<file path="src/rtl/vm_pkg.sv">
// Shared types for the change dispenser: coin codes and values, FSM states
// and the cents type.
package vm_pkg;

  typedef logic [7:0] cents_t;
  typedef logic [7:0] coin_cnt_t;

  // Coin codes share one encoding across load_sel and hop_sel.
  typedef enum logic [1:0] {
    COIN_NICKEL  = 2'b00,
    COIN_DIME    = 2'b01,
    COIN_QUARTER = 2'b10,
    COIN_NONE    = 2'b11
  } coin_t;

  localparam cents_t NICKEL_VAL  = 8'd5;
  localparam cents_t DIME_VAL    = 8'd10;
  localparam cents_t QUARTER_VAL = 8'd25;

  typedef enum logic [1:0] {
    ST_IDLE   = 2'b00,
    ST_SELECT = 2'b01,
    ST_REQ    = 2'b10,
    ST_DONE   = 2'b11
  } state_t;

  function automatic cents_t coin_value(input coin_t c);
    case (c)
      COIN_NICKEL:  return NICKEL_VAL;
      COIN_DIME:    return DIME_VAL;
      COIN_QUARTER: return QUARTER_VAL;
      default:      return 8'd0;
    endcase
  endfunction

endpackage

</file>
<file path="src/rtl/change_dispense_ctrl_if.sv">
// Hopper handshake between the dispenser controller (master) and the coin
// hopper (slave).
// Handshake: the master raises hop_req with hop_sel and holds both stable
// until it samples hop_ack high on a clk edge; that edge completes the coin
// and hop_req drops. hop_ack seen while hop_req is low has no effect.
interface change_dispense_ctrl_if;
  logic       hop_req;
  logic [1:0] hop_sel;
  logic       hop_ack;

  modport master (output hop_req, output hop_sel, input hop_ack);
  modport slave  (input hop_req, input hop_sel, output hop_ack);
endinterface

</file>
<file path="src/rtl/vm_coin_select.sv">
// Greedy coin pick: largest coin not exceeding the amount owed that is
// still in stock.
module vm_coin_select
  import vm_pkg::*;
(
  input  cents_t    remaining,
  input  coin_cnt_t cnt_nickel,
  input  coin_cnt_t cnt_dime,
  input  coin_cnt_t cnt_quarter,
  output logic      valid,
  output coin_t     sel
);

  always_comb begin
    valid = 1'b0;
    sel   = COIN_NICKEL;
    if (remaining >= QUARTER_VAL && cnt_quarter != 8'd0) begin
      valid = 1'b1;
      sel   = COIN_QUARTER;
    end else if (remaining >= DIME_VAL && cnt_dime != 8'd0) begin
      valid = 1'b1;
      sel   = COIN_DIME;
    end else if (remaining >= NICKEL_VAL && cnt_nickel != 8'd0) begin
      valid = 1'b1;
      sel   = COIN_NICKEL;
    end
  end

endmodule

</file>
<file path="src/rtl/change_dispense_ctrl.sv">
// Change dispenser controller: pays out a requested amount one coin at a
// time through the hopper handshake, tracking per-denomination inventory.
module change_dispense_ctrl
  import vm_pkg::*;
#(
  parameter int unsigned INIT_CNT    = 20,
  parameter int unsigned ACK_TIMEOUT = 16
) (
  input  logic                          clk,
  input  logic                          rst_n,
  input  logic                          start,
  input  cents_t                        change_amt,
  input  logic                          load,
  input  logic [1:0]                    load_sel,
  input  coin_cnt_t                     load_cnt,
  change_dispense_ctrl_if.master        hop,
  output logic                          busy,
  output logic                          done,
  output logic                          short,
  output logic                          fault,
  output cents_t                        remaining,
  output logic [2:0]                    empty,
  output state_t                        dbg_state
);

  localparam int TMO_W = (ACK_TIMEOUT > 1) ? $clog2(ACK_TIMEOUT) : 1;
  localparam logic [TMO_W-1:0] TMO_LAST = TMO_W'(ACK_TIMEOUT - 1);

  state_t           state, state_nx;
  coin_t            sel_q;
  logic [TMO_W-1:0] tmo_cnt;
  coin_cnt_t        cnt_nickel, cnt_dime, cnt_quarter;

  logic  pick_valid;
  coin_t pick_sel;
  logic  take_start;
  logic  ack_hit;
  logic  tmo_hit;

  vm_coin_select u_select (
    .remaining   (remaining),
    .cnt_nickel  (cnt_nickel),
    .cnt_dime    (cnt_dime),
    .cnt_quarter (cnt_quarter),
    .valid       (pick_valid),
    .sel         (pick_sel)
  );

  always_ff @(posedge clk or negedge rst_n) begin
    if (!rst_n) begin
      state <= ST_IDLE;
    end else begin
      state <= state_nx;
    end
  end

  always_comb begin
    state_nx   = state;
    take_start = 1'b0;
    ack_hit    = 1'b0;
    tmo_hit    = 1'b0;
    case (state)
      ST_IDLE: begin
        if (start) begin
          take_start = 1'b1;
          state_nx   = ST_SELECT;
        end
      end
      ST_SELECT: begin
        state_nx = pick_valid ? ST_REQ : ST_DONE;
      end
      ST_REQ: begin
        if (hop.hop_ack) begin
          ack_hit  = 1'b1;
          state_nx = ST_SELECT;
        end else if (tmo_cnt == TMO_LAST) begin
          tmo_hit  = 1'b1;
          state_nx = ST_DONE;
        end
      end
      ST_DONE: begin
        state_nx = ST_IDLE;
      end
      default: begin
        state_nx = ST_IDLE;
      end
    endcase
  end

  // Outputs decode straight from the state so an asynchronous reset
  // drops hop_req without waiting for a clock.
  assign hop.hop_req = (state == ST_REQ);
  assign hop.hop_sel = sel_q;
  assign busy        = (state != ST_IDLE);
  assign done        = (state == ST_DONE);
  assign dbg_state   = state;
  assign empty       = {cnt_quarter == 8'd0, cnt_dime == 8'd0, cnt_nickel == 8'd0};

  always_ff @(posedge clk or negedge rst_n) begin
    if (!rst_n) begin
      remaining <= 8'd0;
      short     <= 1'b0;
      fault     <= 1'b0;
      sel_q     <= COIN_NICKEL;
      tmo_cnt   <= '0;
    end else begin
      if (take_start) begin
        remaining <= change_amt;
        short     <= 1'b0;
        fault     <= 1'b0;
      end
      if (state == ST_SELECT) begin
        tmo_cnt <= '0;
        if (pick_valid) begin
          sel_q <= pick_sel;
        end else begin
          short <= (remaining != 8'd0);
        end
      end
      // A timeout leaves remaining untouched; it is non-zero here because a
      // coin no larger than remaining was picked.
      if (state == ST_REQ) begin
        if (ack_hit) begin
          remaining <= remaining - coin_value(sel_q);
        end else if (tmo_hit) begin
          fault <= 1'b1;
          short <= 1'b1;
        end else begin
          tmo_cnt <= tmo_cnt + 1'b1;
        end
      end
    end
  end

  always_ff @(posedge clk or negedge rst_n) begin
    if (!rst_n) begin
      cnt_nickel  <= 8'(INIT_CNT);
      cnt_dime    <= 8'(INIT_CNT);
      cnt_quarter <= 8'(INIT_CNT);
    end else begin
      if (state == ST_IDLE && load) begin
        case (coin_t'(load_sel))
          COIN_NICKEL:  cnt_nickel  <= load_cnt;
          COIN_DIME:    cnt_dime    <= load_cnt;
          COIN_QUARTER: cnt_quarter <= load_cnt;
          default:      ;
        endcase
      end
      if (ack_hit) begin
        case (sel_q)
          COIN_NICKEL:  if (cnt_nickel  != 8'd0) cnt_nickel  <= cnt_nickel  - 8'd1;
          COIN_DIME:    if (cnt_dime    != 8'd0) cnt_dime    <= cnt_dime    - 8'd1;
          COIN_QUARTER: if (cnt_quarter != 8'd0) cnt_quarter <= cnt_quarter - 8'd1;
          default:      ;
        endcase
      end
    end
  end

endmodule

</file>
<file path="src/flat_wrapper.sv">
// flat-port wrapper written by rule: the top's interface ports become plain ports
module change_dispense_ctrl_flat import vm_pkg::*;
#(
  parameter int unsigned INIT_CNT    = 20,
  parameter int unsigned ACK_TIMEOUT = 16
)
  (clk, rst_n, start, change_amt, load, load_sel, load_cnt, busy, done, short, fault, remaining, empty, dbg_state, hop_hop_req, hop_hop_sel, hop_hop_ack);
  change_dispense_ctrl_if hop_i ();
  input  logic clk;
  input  logic rst_n;
  input  logic start;
  input  cents_t change_amt;
  input  logic load;
  input  logic [1:0] load_sel;
  input  coin_cnt_t load_cnt;
  output logic busy;
  output logic done;
  output logic short;
  output logic fault;
  output cents_t remaining;
  output logic [2:0] empty;
  output state_t dbg_state;
  output wire logic [$bits(hop_i.hop_req)-1:0] hop_hop_req;
  output wire logic [$bits(hop_i.hop_sel)-1:0] hop_hop_sel;
  input wire logic [$bits(hop_i.hop_ack)-1:0] hop_hop_ack;
  assign hop_hop_req = hop_i.hop_req;
  assign hop_hop_sel = hop_i.hop_sel;
  assign hop_i.hop_ack = hop_hop_ack;
  change_dispense_ctrl #(.INIT_CNT(INIT_CNT), .ACK_TIMEOUT(ACK_TIMEOUT)) u_core (.clk(clk), .rst_n(rst_n), .start(start), .change_amt(change_amt), .load(load), .load_sel(load_sel), .load_cnt(load_cnt), .hop(hop_i), .busy(busy), .done(done), .short(short), .fault(fault), .remaining(remaining), .empty(empty), .dbg_state(dbg_state));
endmodule
</file>
<file path="config.mk">
export PLATFORM = sky130hd
export DESIGN_NAME = change_dispense_ctrl_flat
export DESIGN_NICKNAME = d
export VERILOG_FILES = /design/src/rtl/vm_pkg.sv /design/src/rtl/change_dispense_ctrl_if.sv /design/src/rtl/vm_coin_select.sv /design/src/rtl/change_dispense_ctrl.sv /design/src/flat_wrapper.sv
export SDC_FILE = /design/constraint.sdc
export NUM_CORES = 1
export LEC_CHECK = 0
export CORE_UTILIZATION = 35
export CTS_CLUSTER_DIAMETER = 120
export DETAILED_ROUTE_END_ITERATION = 8
export PLACE_DENSITY = 0.58
export SYNTH_ARGS = -nofsm -noshare
export SYNTH_HDL_FRONTEND = slang
export SYNTH_HIERARCHICAL = 1
export SYNTH_SLANG_ARGS = --single-unit
</file>
<file path="constraint.sdc">
create_clock -name clk -period 5.05 [get_ports clk]
set_input_delay 1.01 -clock clk [delete_from_list [all_inputs] [get_ports clk]]
set_output_delay 1.01 -clock clk [all_outputs]
set_load 0.01 [all_outputs]
</file>
==> summary.txt <==
TIMING
-------------------------------------------------------------------------------------
Worst clock skew                                                           0.01445 ns
Max Freq                                                                    314.3 MHz
Total negative setup slack                                                       0 ns
Tcrit/Tclk final                                                               63.01%
Slew Limit Headroom                                                            34.65%
Number of failing hold endpoints at the final stage                                 0
Number of max-slew violations in the final report                                   0
Slew of the pin with the lowest slew margin                                 0.9803 ns
Number of endpoints failing setup at the final stage                                0
RSZ-0062 raised after global routing                                               no
PnR worst setup slack                                                        1.868 ns
Tmin final                                                                   3.182 ns

CTS
-------------------------------------------------------------------------------------
Number of buffers on the longest clock path                                         2
Clock Sinks                                                                        42
Clock-pin slew of the registers on the worst-case setup and hold paths        0.10 ns
Count of instances resized after the clock tree is built                            0
Total CTS buffers                                                                   5
Cell at the root of the clock tree                                           clkbuf_8
Hold Buf Count CTS                                                                  0
Worst-Skew Late Latency                                                       0.30 ns
Count of H-tree levels built during CTS                                             2
Clock tree from TritonCTS                                                         yes
Post-CTS Setup Repair Bufs                                                          0

WORST HOLD PATH
-------------------------------------------------------------------------------------
Worst Hold Endpoint                                                      u_core/fault$_DFF_PN0_
Worst Hold Launch                                                        u_core/fault$_DFF_PN0_
Worst min path class                                                     flip-flop to flip-flop
Hold path cells                                                                     2

DRT
-------------------------------------------------------------------------------------
WL/cell                                                                  15.90 microns
Count of vias placed by the detailed router                                     2,631
Final routed wirelength across all metal layers                          7569 microns
DR vias/cell                                                                    5.527
Antenna viol nets, final                                                            0
First-pass iteration count of the detailed router                                   4
Detailed router's first-iteration violation count                                 171
Drt drc                                                                             0

GLOBAL ROUTING
-------------------------------------------------------------------------------------
Global Route met1 Usage                                                        25.63%
Global-route layer with the greatest usage                                       met2
Number of antenna violations at the first check in global routing                   0
Total routing resource utilization after global routing                        18.26%
Fraction of met2 tracks used by global routing                                 29.38%
M3 GR Usage                                                                    2.751%
Number of global-route vias before repair                                       2,508
Largest net degree at the start of global routing                                  43
First-pass GRT wire length                                               12,540 microns
Remaining global-route overflow                                                     0

DIE
-------------------------------------------------------------------------------------
Core Footprint                                                             8217 sq um
Die W                                                                    93.99 microns
Row count                                                                          33
# IOs                                                                              43
Area of the die                                                            8833 sq um
Starting utilization of the core area                                          36.04%
Die span in y                                                            93.99 microns

SYNTHESIS
-------------------------------------------------------------------------------------
Post-synthesis cell type count                                                     62
Cell area after synthesis                                                  2962 sq um
Synth async-reset ratio                                                        100.0%
Per-instance average area after synthesis                                 8.947 sq um
Area share of the largest cell type after synthesis                            30.42%
Main flop type after synthesis                                                dfrtp_1
Leading post-synthesis cells by cell area                                dfrtp_1 (30%), ha_1 (6.3%), mux2i_1 (5.4%), dfstp_2 (5.3%), inv_1 (3.7%)
Count of synthesis-stage warnings from yosys                                        6
Share of the yosys chip area belonging to registers                            35.74%
Number of storage elements in the synthesis netlist                                42
Mapped Nets                                                                       370
Synthesized instance count                                                        331
Number of flops mapped to enable cells by yosys                                     0
Library cell with the largest summed area after synthesis                     dfrtp_1

STATUS
-------------------------------------------------------------------------------------
Status                                                                      completed

FINAL LAYOUT
-------------------------------------------------------------------------------------
Area growth syn-to-layout                                                      21.55%
Flip-flop and latch area                                                   1059 sq um
Fillers                                                                           809
Area used by multi-input combinational logic                               1740 sq um
Final-stage net count                                                             409
Number of antenna cells inserted                                                    0
Share of layout cells above drive strength 1                                   9.434%

PLACED DESIGN
-------------------------------------------------------------------------------------
GPL Wtd Cong                                                                   0.8060
Final HPWL from detailed placement                                       5607 microns
Setup Slack @ Placement                                                      1.590 ns
Number of buffer cells added on primary ports                                      42

WORST SETUP PATH
-------------------------------------------------------------------------------------
Worst R2R Path Depth                                                                7
Required time reported for the critical path endpoint                         4.04 ns
Worst R2R Setup Slack                                                         2.61 ns
Element type at the critical path start                                     flip-flop
Maximum fanout count along the critical path                                        5
Arrival time reported for the critical path endpoint                          2.17 ns
Startpoint-to-endpoint class of the critical path                        flip-flop to primary output
Sort of element at the end of the critical path                          primary output
Destination of the worst register-to-register timing path                u_core/cnt_quarter[3]$_DFF_PN0_
Reg2Reg Launch Point                                                     u_core/hop.hop_sel[0]$_DFFE_PN0P_

PWR
-------------------------------------------------------------------------------------
Part of the power in the clock network                                          15.9%
Net switching component of the power                                        0.8742 mW
Pwr per Cell Area                                                        570.0 nW/um^2
Leakage Power                                                                1.467 nW
Internal cell power                                                          1.178 mW
Fraction of power spent switching nets                                         42.61%
Register share of total power                                                   36.5%
Worst vdd ir                                                                0.1798 mV
Combinational power share                                                       47.6%

RUN
-------------------------------------------------------------------------------------
Number of max-cap violations                                                        0

[power groups by stage]
stage | Sequential [mW] | Combinational, mW | Clock, mW
floorplan | 0.692 | 0.678 | 0
CTS | 0.745 | 0.974 | 0.337
global placement | 0.747 | 0.954 | 0
global route | 0.783 | 1.09 | 0.348
finish | 0.748 | 0.976 | 0.327
detailed placement | 0.750 | 0.967 | 0
[routing by layer]
layer	vias up	share of wire (%)
li1	1308	-
met1	1265	49
met2	52	45
met3	6	4.6
met4	0	0.95
met5	-	0
[cell families (layout without fill, tap and decap cells)]
group / count (synthesis) / in the layout / share of synthesized area (%)
DFF: 42 / 42 / 35.74
AOI/OAI and AO/OA: 75 / 75 / 17.87
muxes: 24 / 24 / 8.576
xor gates and xnor gates: 2 / 2 / 0.5916
and+or+nand+nor: 132 / 132 / 24.72
buffers and inverters: 40 / 80 / 5.492
adders and majority gates: 16 / 16 / 7.013
[stage by stage]
stage                     util [%]  hold WS (ns)  instances  power (mW)  instance area, sq um
final                        43.81        0.4918        476       2.052                  3600
after global routing         43.81        0.5268        476       2.218                  3600
after CTS                    43.81        0.4981        476       2.056                  3600
after detailed placement     42.13        0.4760        468       1.717                  3462
after global placement       42.13        0.4658        468       1.701                  3462
after floorplan                  -        0.4706        331       1.370                  2962
[synth_stat cells (all sizes together) (3+ instances only)]
master and number:
a211oi 3, a21oi 18, a22oi 5, a311oi 3, and2 3, and3 7, buf 5, clkbuf 6
dfrtp 36, dfstp 6, ha 15, inv 29, mux2 8, mux2i 16, nand2 27, nand2b 6
nand3 5, nand3b 3, nand4b 4, nor2 22, nor3 21, nor3b 3, nor4 11, o21ai 9
o22ai 9, o31ai 3, o32ai 4, or3 4
[registers in the layout (all words and copies together), names as in the netlist]
name and cells:
u_core/dbg_state 2, u_core/tmo_cnt 4, u_core/fault 1, u_core/remaining 8, u_core/hop.hop_sel 2, u_core/cnt_nickel 8
u_core/cnt_dime 8, u_core/cnt_quarter 8, u_core/short 1
[critical path: stages, from the launching register on]
cell	delay (ns)
dfrtp_1	0.43
or4_4	0.58
nor3_1	0.27
clkdlybuf4s50_1	0.60
[cell usage in the layout, fill, tap and decap left out, types with 3 or more instances in the layout]
cell type	n
clkdlybuf4s50_1	41
dfrtp_1	36
inv_1	29
nand2_1	27
nor2_1	22
nor3_1	21
a21oi_1	18
mux2i_1	16
ha_1	15
nor4_1	11
o22ai_1	9
o21ai_0	9
and3_1	7
mux2_2	7
nand2b_1	6
dfstp_2	6
clkbuf_8	5
a22oi_1	5
nand3_1	5
nand4b_1	4
o32ai_1	4
a211oi_1	3
o31ai_1	3
or3_1	3
and2_1	3
a311oi_1	3
nand3b_1	3
[area by class of cell]
| type | count | share of cell area, % |
|---|---|---|
| Multi-Input combinational cell | 249 | 48.35 |
| Timing Repair Buffer | 43 | 11.75 |
| Clock inverter | 3 | 1.912 |
| Sequential cell | 42 | 29.41 |
| Clock buffer | 5 | 1.912 |
| Inverter | 29 | 3.024 |
| Tap cell | 105 | 3.650 |
[worst max path at each step]
stage | start | end | slack [ns] | cells past startpoint
finish | u_core/cnt_nickel[5]$_DFF_PN0_ | empty[0] | 1.87 | 3
global route | hop_hop_ack | u_core/cnt_quarter[3]$_DFF_PN0_ | 1.73 | 6
CTS | u_core/cnt_nickel[5]$_DFF_PN0_ | empty[0] | 1.88 | 3
detailed placement | hop_hop_ack | u_core/cnt_quarter[3]$_DFF_PN0_ | 1.59 | 6
global placement | hop_hop_ack | u_core/cnt_quarter[3]$_DFF_PN0_ | 1.63 | 6
floorplan | hop_hop_ack | u_core/cnt_dime[3]$_DFF_PN0_ | 2.58 | 7
No activity file was read; power rests on OpenSTA's default activity.
